===== src/rtl/div_pkg.sv =====
// Shared types for the sequential restoring divider.
package div_pkg;

    // Controller states: waiting, iterating, result valid.
    typedef enum logic [1:0] {
        IDLE = 2'd0,
        RUN  = 2'd1,
        DONE = 2'd2
    } div_state_t;

endpackage : div_pkg


===== src/rtl/div_step.sv =====
// One combinational restoring-division iteration.
// Shifts {A,Q} left by one, trial-subtracts the divisor from the upper half.
// If the difference is negative, the shifted value is restored and the
// quotient bit is 0; otherwise the difference is kept and the bit is 1.
module div_step #(
    parameter int n = 8
) (
    input  logic [n:0]   A,
    input  logic [n-1:0] Q,
    input  logic [n:0]   M,
    output logic [n:0]   A_next,
    output logic [n-1:0] Q_next
);

    logic [n:0] t_hi;
    logic [n:0] diff;
    logic       unused_a_msb;

    // A stays below M throughout, so its top bit is always shifted out as 0.
    assign unused_a_msb = A[n];

    // Upper n+1 bits of {A,Q} << 1, then the (n+1)-bit trial subtract.
    always_comb begin
        t_hi = {A[n-1:0], Q[n-1]};
        diff = t_hi - M;
    end

    // Restore mux and new quotient bit (inverted sign of the trial difference).
    always_comb begin
        if (diff[n]) begin
            A_next = t_hi;
            Q_next = {Q[n-2:0], 1'b0};
        end else begin
            A_next = diff;
            Q_next = {Q[n-2:0], 1'b1};
        end
    end

endmodule : div_step


===== src/rtl/seq_divider.sv =====
// Sequential unsigned restoring divider: N / D -> Quotient, Remainder.
// One quotient bit per clock; a start pulse in IDLE or DONE loads the operands,
// and ready stays high while the registered result is valid.
module seq_divider
    import div_pkg::*;
#(
    parameter int n = 8
) (
    input  logic         clock,
    input  logic         n_reset,
    input  logic         start,
    input  logic [n-1:0] N,
    input  logic [n-1:0] D,
    output logic         busy,
    output logic         ready,
    output logic         div0,
    output logic [n-1:0] Quotient,
    output logic [n-1:0] Remainder
);

    localparam int CW = (n > 2) ? $clog2(n) : 1;
    localparam logic [CW-1:0] CNT_INIT = CW'(n - 1);

    div_state_t   state_q, state_d;
    logic [n:0]   a_q, a_d;
    logic [n-1:0] q_q, q_d;
    logic [n:0]   m_q, m_d;
    logic [CW-1:0] count_q, count_d;
    logic [n-1:0] quot_q, quot_d;
    logic [n-1:0] rem_q, rem_d;
    logic         div0_q, div0_d;

    logic [n:0]   a_step;
    logic [n-1:0] q_step;

    div_step #(.n(n)) u_step (
        .A      (a_q),
        .Q      (q_q),
        .M      (m_q),
        .A_next (a_step),
        .Q_next (q_step)
    );

    // State, datapath and result registers; reset abandons any operation in flight.
    always_ff @(posedge clock or negedge n_reset) begin
        if (!n_reset) begin
            state_q <= IDLE;
            a_q     <= '0;
            q_q     <= '0;
            m_q     <= '0;
            count_q <= '0;
            quot_q  <= '0;
            rem_q   <= '0;
            div0_q  <= 1'b0;
        end else begin
            state_q <= state_d;
            a_q     <= a_d;
            q_q     <= q_d;
            m_q     <= m_d;
            count_q <= count_d;
            quot_q  <= quot_d;
            rem_q   <= rem_d;
            div0_q  <= div0_d;
        end
    end

    // Next-state logic: accept in IDLE/DONE, iterate in RUN, latch result on the last step.
    always_comb begin
        state_d = state_q;
        a_d     = a_q;
        q_d     = q_q;
        m_d     = m_q;
        count_d = count_q;
        quot_d  = quot_q;
        rem_d   = rem_q;
        div0_d  = div0_q;

        case (state_q)
            IDLE, DONE: begin
                if (start) begin
                    a_d     = '0;
                    q_d     = N;
                    m_d     = {1'b0, D};
                    count_d = CNT_INIT;
                    if (D == '0) begin
                        // Divide by zero completes immediately with a saturated quotient.
                        state_d = DONE;
                        quot_d  = '1;
                        rem_d   = N;
                        div0_d  = 1'b1;
                    end else begin
                        // Previous result stays visible until the new one is written.
                        state_d = RUN;
                    end
                end
            end
            RUN: begin
                a_d     = a_step;
                q_d     = q_step;
                count_d = count_q - 1'b1;
                if (count_q == '0) begin
                    state_d = DONE;
                    quot_d  = q_step;
                    rem_d   = a_step[n-1:0];
                    div0_d  = 1'b0;
                end
            end
            default: begin
                state_d = IDLE;
            end
        endcase
    end

    // Status flags decode straight from the state register.
    always_comb begin
        busy      = (state_q == RUN);
        ready     = (state_q == DONE);
        div0      = div0_q;
        Quotient  = quot_q;
        Remainder = rem_q;
    end

endmodule : seq_divider


===== config.mk =====
export PLATFORM = sky130hd
export DESIGN_NAME = seq_divider
export DESIGN_NICKNAME = d
export VERILOG_FILES = /design/src/rtl/div_pkg.sv /design/src/rtl/div_step.sv /design/src/rtl/seq_divider.sv
export SDC_FILE = /design/constraint.sdc
export NUM_CORES = 1
export LEC_CHECK = 0
export ABC_CLOCK_PERIOD_IN_PS = 3200
export BUFFER_PORTS_ARGS = -buffer_cell sky130_fd_sc_hd__buf_2
export CORE_MARGIN = 2
export CORE_UTILIZATION = 35
export DETAILED_ROUTE_END_ITERATION = 8
export HOLD_SLACK_MARGIN = 0.02
export PLACE_DENSITY = 0.51
export SLEW_MARGIN = 5
export SYNTH_ARGS = -nofsm -noshare
export SYNTH_HDL_FRONTEND = slang
export SYNTH_HIERARCHICAL = 1
export SYNTH_SLANG_ARGS = --single-unit

===== constraint.sdc =====
create_clock -name clock -period 3.2 [get_ports clock]
set_clock_uncertainty 0.2 [all_clocks]
set_input_delay 0.8 -clock clock [delete_from_list [all_inputs] [get_ports clock]]
set_output_delay 0.8 -clock clock [all_outputs]
set_load 0.02 [all_outputs]

==> results of run 1 <==
-- through the flow --
step                      utilization (%)  instance area [µm²]  setup slack [ns]  std cells  total power, µW
after floorplan                         -                 2599            0.5884        230             3047
after global placement              39.18                 2826            0.4458        353             3460
after detailed placement            39.18                 2826            0.3902        353             3506
after CTS                           40.70                 2937            0.3836        361             3960
after global routing                40.70                 2937            0.2465        361             4243
final                               40.70                 2937            0.3892        361             3898
-- metal layers --
| metal | vias up | GRT usage (%) | wire [µm] |
|---|---|---|---|
| li1 | 875 | - | - |
| met1 | 853 | 20.78 | 2757 |
| met2 | 25 | 23.25 | 2626 |
| met3 | 4 | 3.604 | 169 |
| met4 | 0 | 3.846 | 44 |
| met5 | - | 0 | 0 |
-- power by group through the flow --
stage / sequential [µW] / combinational (µW) / clock (µW)
4_1_cts: 1040 / 2460 / 463
3_5_place_dp: 1050 / 2460 / 0
2_1_floorplan: 1090 / 1960 / 0
6_report: 1030 / 2420 / 442
5_1_grt: 1070 / 2690 / 486
3_3_place_gp: 1050 / 2410 / 0
-- path summary, 6_finish.rpt --
path	to	slack [ns]	cells past startpoint	startpoint
worst max-delay path	Remainder[2]	0.39	10	q_q[7]
worst min-delay path	Quotient[5]	0.29	1	Quotient[5]
worst max register to register	Remainder[2]	0.39	10	q_q[7]
worst min register to register	Quotient[5]	0.29	1	Quotient[5]
max in group asynchronous	m_q[7]	2.01	2	n_reset
min in group asynchronous	m_q[4]	0.37	2	n_reset
-- final cells by class --
class / instances / area [µm²]
Clock buffer: 6 / 72.57
Clock inverter: 2 / 37.54
Fill cell: 755 / 4278
Inverter: 19 / 71.32
Multi-Input combinational cell: 148 / 1265
Sequential cell: 46 / 1151
Tap cell: 99 / 123.9
Timing Repair Buffer: 41 / 215.2
-- worst reg2reg max path, stage by stage, from the launching register on --
cell and delay, ns:
dfrtp_1 0.35, inv_1 0.06, ha_1 0.20, fa_1 0.40, nand2b_2 0.21, a21oi_4 0.18, a21oi_4 0.09, xnor2_4 0.41
mux2_4 0.35, mux2i_1 0.17, o21ai_2 0.06
-- registers in the layout, summed over array words and instances, names as in the netlist --
| register | cells |
|---|---|
| Quotient | 8 |
| Remainder | 8 |
| a_q | 8 |
| m_q | 8 |
| q_q | 8 |
| count_q | 3 |
| state_q | 2 |
| div0 | 1 |
==> flow_metrics.py, run 1 <==
metrics = {
    "outcome": {
        "status": "finished, final reports clean",
    },
    "setup_path": {
        "crit_required_ns": 3.18,
        "worstPathArrival_ns": 2.79,
        "crit_family": "adder cells",
        "path_class": "reg2reg",
        "crit_fanout": 10,
        "crit_buf_inv": 1,
        "crit_path_frequent_cell": "a21oi_4",
        "cpPeakStageDelay_ns": 0.41,
        "cp_slowest_cell": "xnor2_4",
        "start_kind": "flop",
        "worstPathCellList": "inv_1 > ha_1 > fa_1 > nand2b_2 > a21oi_4 > a21oi_4 > xnor2_4 > mux2_4 > mux2i_1 > o21ai_2",
        "endpoint_kind": "flop",
    },
    "timing": {
        "max-slew-margin-rel_pct": 59.49,
        "worst_pin_slew_ns": 0.6077,
        "grt_setup_unrepaired": "no",
        "tns_ns": 0,
        "post-route-period-util_pct": 87.84,
        "period_needed_ns": 2.811,
        "setup_viol": 0,
        "hold_ws_ns": 0.2871,
        "hold_viol": 0,
        "slew_viol_final": 0,
        "max_freq_mhz": 355.8,
    },
    "logic_synthesis": {
        "synthCells": 230,
        "syn_nets": 260,
        "syn_area_um2": 2599,
        "avgSynthCellArea_um2": 11.30,
        "ys_warn_count": 6,
    },
    "cells_and_area": {
        "diodes": 0,
        "mostFrequentLayoutCell": "dfrtp_1",
        "final_cell_mix": "dfrtp_1 (46), buf_2 (37), mux2i_1 (21)",
        "areaGrowthSynthToFinish_pct": 13.00,
        "fin_nets": 291,
        "drive_gt1_share_pct": 32.06,
    },
    "route": {
        "via_per_inst": 4.867,
        "drt-wirelength-per-cell_um": 15.51,
        "num_vias": 1757,
        "ant_nets": 0,
        "drc": 0,
        "drt_iter0_markers": 80,
        "drt-total-wl_um": 5599,
        "dr.pass1.iters": 4,
    },
    "grt": {
        "grt_usage_pct": 14.88,
        "antenna_found_initial": 0,
        "grt.overflow.total": 0,
        "grt_max_degree": 47,
        "grt_pass1_wl_um": 9446,
        "grt_pass1_vias": 1807,
    },
    "flow_run": {
        "cap_violations": 0,
    },
    "placed_design": {
        "port_buffers": 37,
        "hpwl_um": 4051,
        "gp_congestion": 0.7491,
    },
    "power_and_ir_drop": {
        "seqPwrFrac_pct": 26.5,
        "pwr-share-comb_pct": 62.1,
        "switching_share_pct": 43.48,
        "p_switching_uw": 1695,
        "p_leak_uw": 0.001390,
        "power_frac_clock_pct": 11.3,
        "p_per_area_nw_per_um2": 1327,
        "p_int_uw": 2203,
        "ir_drop_v": 0.0004730,
    },
    "floorplanning": {
        "start_util_pct": 36.02,
        "die_w_um": 90.17,
        "ios": 38,
        "rows": 31,
        "die-area_um2": 8131,
        "die_y_um": 90.17,
        "core-area_um2": 7214,
    },
    "clock_network": {
        "ctsResizeCount": 0,
        "clock-sinks": 46,
        "clockBufferDepth": 2,
        "post_cts_buffers": 0,
        "cts_buffers": 5,
        "clockRootBuffer": "clkbuf_8",
        "clk_latency_ns": 0.30,
        "hold_buffers": 0,
        "cts_tree": "built",
        "path_clk_slew_ns": 0.09,
        "htreeDepth": 2,
    },
    "hold_path": {
        "hold_path_class": "reg2reg",
    },
}
Note: power is estimated with default switching activity, not from simulation.
==> inputs of run 2 (changes only) <==
- PLACE_DENSITY: 0.51 -> 0.54
==> run 2 against run 1 <==
  * Power up 0.40%
  * Final area barely moved
  * Clock power increased by 1%
  * Critical path depth decreased by 1
  * Combinational power barely moved
  * Fmax rose by 0.15%
  * Non-clock buffer count is the same
  * Sequential share of layout area hardly changed
  * Largest power group unchanged
  * Wire length grew 0.16%
  * Clock-buffer cell count is 1 lower
  * Final cell count is the same
  * Core utilization about the same
==> flow_metrics.py, run 2 (synthesis gave the netlist of run 1 again) <==
metrics = {
    "setup_path": {
        "worstPathCellList": "ha_1 > fa_1 > nand2b_2 > a21oi_4 > a21oi_4 > xnor2_4 > mux2_4 > mux2i_1 > o21ai_2",
        "reg2reg_depth": 9,
        "worst-path-stages": 9,
        "path_class": "reg2reg",
        "start_kind": "flop",
        "endpoint_kind": "flop",
        "cp_slowest_cell": "dfrtp_1",
        "crit_family": "adder cells",
        "worstPathArrival_ns": 2.79,
        "crit_required_ns": 3.19,
        "crit_path_frequent_cell": "a21oi_4",
        "crit_buf_inv": 0,
        "cpPeakStageDelay_ns": 0.40,
        "crit_fanout": 10,
    },
    "cells_and_area": {
        "stdcell_count": 361,
        "areaGrowthSynthToFinish_pct": 13.10,
        "drive_gt1_share_pct": 32.44,
        "mostFrequentLayoutCell": "dfrtp_1",
        "fin_nets": 291,
        "diodes": 0,
        "fin_area_um2": 2939,
        "final_cell_mix": "dfrtp_1 (46), buf_2 (37), mux2i_1 (21)",
    },
    "clock_network": {
        "clockBufferDepth": 2,
        "hold_buffers": 0,
        "cts_buffers": 5,
        "clockRootBuffer": "clkbuf_8",
        "ctsResizeCount": 0,
        "cts_tree": "built",
        "post_cts_buffers": 0,
        "clock-sinks": 46,
        "htreeDepth": 2,
        "path_clk_slew_ns": 0.09,
        "clk_latency_ns": 0.30,
    },
    "grt": {
        "grt.overflow.total": 0,
        "grt_pass1_vias": 1786,
        "antenna_found_initial": 0,
        "grt_usage_pct": 14.77,
        "grt_max_degree": 33,
        "grt_pass1_wl_um": 9528,
    },
    "route": {
        "met1_length_um": 2702,
        "ant_nets": 0,
        "drt-total-wl_um": 5608,
        "routed-wl-met2_um": 2641,
        "wl_met3_um": 194,
        "drt-wirelength-per-cell_um": 15.53,
        "dr.pass1.iters": 4,
        "routed.top_layer": "met4",
        "num_vias": 1735,
        "via_per_inst": 4.806,
        "drc": 0,
        "drt_iter0_markers": 72,
    },
    "floorplanning": {
        "core-area_um2": 7214,
        "rows": 31,
        "start_util_pct": 36.02,
        "die-area_um2": 8131,
        "die_y_um": 90.17,
        "die_w_um": 90.17,
        "ios": 38,
    },
    "timing": {
        "post-route-period-util_pct": 87.70,
        "setup_viol": 0,
        "max_freq_mhz": 356.3,
        "slew_viol_final": 0,
        "tns_ns": 0,
        "period_needed_ns": 2.806,
        "hold_viol": 0,
        "grt_setup_unrepaired": "no",
    },
    "placed_design": {
        "dp_cells": 353,
        "gp_congestion": 0.7451,
        "placed_cell_area_um2": 2826,
        "hpwl_um": 4084,
        "port_buffers": 37,
    },
    "outcome": {
        "status": "finished, final reports clean",
    },
    "power_and_ir_drop": {
        "p_leak_uw": 0.001397,
        "power_uw": 3913,
        "p_per_area_nw_per_um2": 1331,
        "ir_drop_v": 0.0005316,
    },
    "flow_run": {
        "cap_violations": 0,
    },
    "hold_path": {
        "hold_path_class": "in2async",
    },
}
## run 2: final cells by class
class                           instances  area [µm²]
Clock buffer                            5       68.82
Clock inverter                          3       43.79
Fill cell                             737        4275
Inverter                               19       71.32
Multi-Input combinational cell        148        1265
Sequential cell                        46        1151
Tap cell                               99       123.9
Timing Repair Buffer                   41       215.2
## run 2: worst reg2reg max path, stage by stage, from the launching register on
cell and delay, ns:
dfrtp_1 0.40, ha_1 0.22, fa_1 0.40, nand2b_2 0.22, a21oi_4 0.18, a21oi_4 0.09
xnor2_4 0.40, mux2_4 0.35, mux2i_1 0.17, o21ai_2 0.06
## run 2: per-stage QoR
stage | utilization [%] | hold slack, ns | setup slack (ns)
after global placement | 39.18 | 0.2681 | 0.4527
after detailed placement | 39.18 | 0.2719 | 0.4036
final | 40.74 | 0.2204 | 0.3935
after floorplan | - | 0.2793 | 0.5884
after global routing | 40.74 | 0.2510 | 0.2482
after CTS | 40.74 | 0.2395 | 0.3766
## run 2: worst paths after layout
check | start | endpoint | slack, ns
max | m_q[0] | Remainder[5] | 0.39
min | n_reset | m_q[7] | 0.22
max reg2reg | m_q[0] | Remainder[5] | 0.39
min reg2reg | Quotient[4] | Quotient[4] | 0.29
max in group asynchronous | n_reset | q_q[6] | 1.84
min in group clock | Quotient[4] | Quotient[4] | 0.29
## run 2: per-layer routing
| layer | global-route usage [%] | up-vias |
|---|---|---|
| met5 | 0 | - |
| li1 | - | 869 |
| met3 | 2.934 | 8 |
| met4 | 3.846 | 0 |
| met1 | 20.74 | 824 |
| met2 | 23.43 | 34 |
## run 2: power by group
| part | internal [µW] | total (µW) | switching (µW) |
|---|---|---|---|
| clock | 234 | 447 | 212 |
| sequential | 859 | 1040 | 178 |
| combinational | 1110 | 2430 | 1320 |
| total | 2200 | 3910 | 1710 |
==> inputs of run 3 (changes only) <==
- REMOVE_ABC_BUFFERS: unset -> 1
==> run 3 against run 2 <==
  * Final cell count grew 0.28%
  * Via count increased by 2.1%
  * Sequential share of layout area is 0.067 points lower
  * Critical path depth rose by 1
  * First-iteration DRC count shrank 60%
  * Wire length shrank 5.0%
  * Die area unchanged
  * Non-clock buffer count grew 1
  * Power shrank 0.57%
  * Sequential power hardly changed
  * Worst setup slack improved by 0.019 ns
  * Critical endpoint unchanged
  * Critical path type unchanged
==> flow_metrics.py, run 3 (synthesis gave the netlist of run 1 again) <==
metrics = {
    "outcome": {
        "status": "finished, final reports clean",
    },
    "placed_design": {
        "hpwl_um": 4074,
        "port_buffers": 37,
        "gp_congestion": 0.7860,
        "dp_cells": 354,
    },
    "setup_path": {
        "worstPathCellList": "inv_1 > ha_1 > fa_1 > nand2b_2 > a21oi_4 > a21oi_4 > xnor2_4 > mux2_4 > mux2i_1 > o21ai_2",
        "path_class": "reg2reg",
        "cp_slowest_cell": "fa_1",
        "crit_path_frequent_cell": "a21oi_4",
        "timing.rr.start": "q_q[7]",
        "crit_fanout": 10,
        "cpPeakStageDelay_ns": 0.39,
        "start_kind": "flop",
        "worstPathArrival_ns": 2.78,
        "crit_start": "q_q[7]",
        "endpoint_kind": "flop",
        "crit_required_ns": 3.19,
    },
    "floorplanning": {
        "core-area_um2": 7214,
        "ios": 38,
        "die_w_um": 90.17,
        "rows": 31,
        "die_y_um": 90.17,
        "start_util_pct": 36.02,
        "die-area_um2": 8131,
    },
    "grt": {
        "grt_pass1_wl_um": 8935,
        "grt_usage_pct": 13.87,
        "antenna_found_initial": 0,
        "grt_pass1_vias": 1763,
        "grt_max_degree": 33,
        "grt.overflow.total": 0,
    },
    "cells_and_area": {
        "areaGrowthSynthToFinish_pct": 13.29,
        "final_cell_mix": "dfrtp_1 (46), buf_2 (37), mux2i_1 (21)",
        "fin_nets": 292,
        "diodes": 0,
        "fillers": 738,
        "stdcell_count": 362,
        "drive_gt1_share_pct": 32.32,
        "mostFrequentLayoutCell": "dfrtp_1",
        "fin_util_pct": 40.81,
    },
    "route": {
        "drt-total-wl_um": 5329,
        "ant_nets": 0,
        "num_vias": 1772,
        "drt-wirelength-per-cell_um": 14.72,
        "drt_iter0_markers": 29,
        "dr.pass1.iters": 4,
        "via_per_inst": 4.895,
        "drc": 0,
    },
    "timing": {
        "tns_ns": 0,
        "period_needed_ns": 2.787,
        "max-slew-margin-rel_pct": 67.00,
        "hold_viol": 0,
        "grt_setup_unrepaired": "no",
        "post-route-period-util_pct": 87.10,
        "max_freq_mhz": 358.8,
        "setup_viol": 0,
        "worst_pin_slew_ns": 0.4825,
        "slew_viol_final": 0,
    },
    "clock_network": {
        "hold_buffers": 0,
        "cts_tree": "built",
        "clk_latency_ns": 0.31,
        "htreeDepth": 2,
        "post_cts_buffers": 0,
        "path_clk_slew_ns": 0.09,
        "clock-sinks": 46,
        "clockRootBuffer": "clkbuf_8",
        "clockBufferDepth": 2,
        "cts_buffers": 5,
        "ctsResizeCount": 0,
    },
    "power_and_ir_drop": {
        "seqPwrFrac_pct": 26.5,
        "switching_share_pct": 43.27,
        "p_int_uw": 2207,
        "p_switching_uw": 1684,
        "p_leak_uw": 0.001394,
        "ir_drop_v": 0.0004493,
        "power_frac_clock_pct": 11.3,
        "p_per_area_nw_per_um2": 1322,
        "pwr-share-comb_pct": 62.2,
    },
    "flow_run": {
        "cap_violations": 0,
    },
    "hold_path": {
        "hold_path_class": "in2async",
    },
}
==> run 3: cell types whose count changed in the layout (fill, tap and decap cells not counted) <==
cell        change
buf_4           +1
clkbuf_1        +1
clkinv_2        -1
clkinvlp_4      +1
inv_6           -1
==> run 3: per-stage QoR <==
step | area, µm² | worst slack (ns) | power (µW) | hold WS [ns]
after floorplan | 2487 | 0.5822 | 2941 | 0.2717
after global placement | 2834 | 0.4664 | 3446 | 0.2610
after detailed placement | 2834 | 0.4288 | 3473 | 0.2726
after CTS | 2944 | 0.4142 | 3929 | 0.2154
after global routing | 2944 | 0.2627 | 4225 | 0.2357
final | 2944 | 0.4129 | 3891 | 0.2088
==> run 3: cell type report <==
cell class	count	area (µm²)	share of cell area, %
tap	99	123.9	4.207
sequential	46	1151	39.10
multi-input combinational	148	1265	42.97
clock inverter	2	37.54	1.275
clock buffer	6	72.57	2.465
timing repair buffer	42	222.7	7.565
inverter	19	71.32	2.422
==> run 3: worst paths after layout <==
path                           endpoint  slack (ns)  cells past startpoint
setup / recovery           Remainder[5]        0.41                     10
hold / removal              Quotient[6]        0.21                      1
setup reg to reg           Remainder[5]        0.41                     10
hold reg to reg                    div0        0.28                      2
max in group asynchronous        m_q[1]        1.85                      2
min in group clock                 div0        0.28                      2
==> run 3: layer usage <==
| metal | up-vias | GRT usage (%) | part of all wire, % |
|---|---|---|---|
| met5 | - | 0 | 0 |
| met4 | 0 | 4.231 | 1.2 |
| met3 | 7 | 3.185 | 3.8 |
| met2 | 39 | 20.36 | 43 |
| met1 | 853 | 20.29 | 52 |
| li1 | 873 | - | - |
==> run 3: critical path, delay by kind of cell, from the launching register on <==
family          cells  cell delay (ns)
buf+inv             1             0.06
flops               1             0.36
fa+ha+maj           2             0.59
mux                 2             0.52
xor+xnor            1             0.38
compound gates      3             0.35
simple gates        1             0.21
==> run 3: power groups by stage <==
stage	Sequential, µW	Clock (µW)	Combinational (µW)
after floorplan	1100	0	1840
after global placement	1040	0	2410
after detailed placement	1040	0	2430
after CTS	1030	458	2440
after global routing	1060	483	2680
final	1030	441	2420
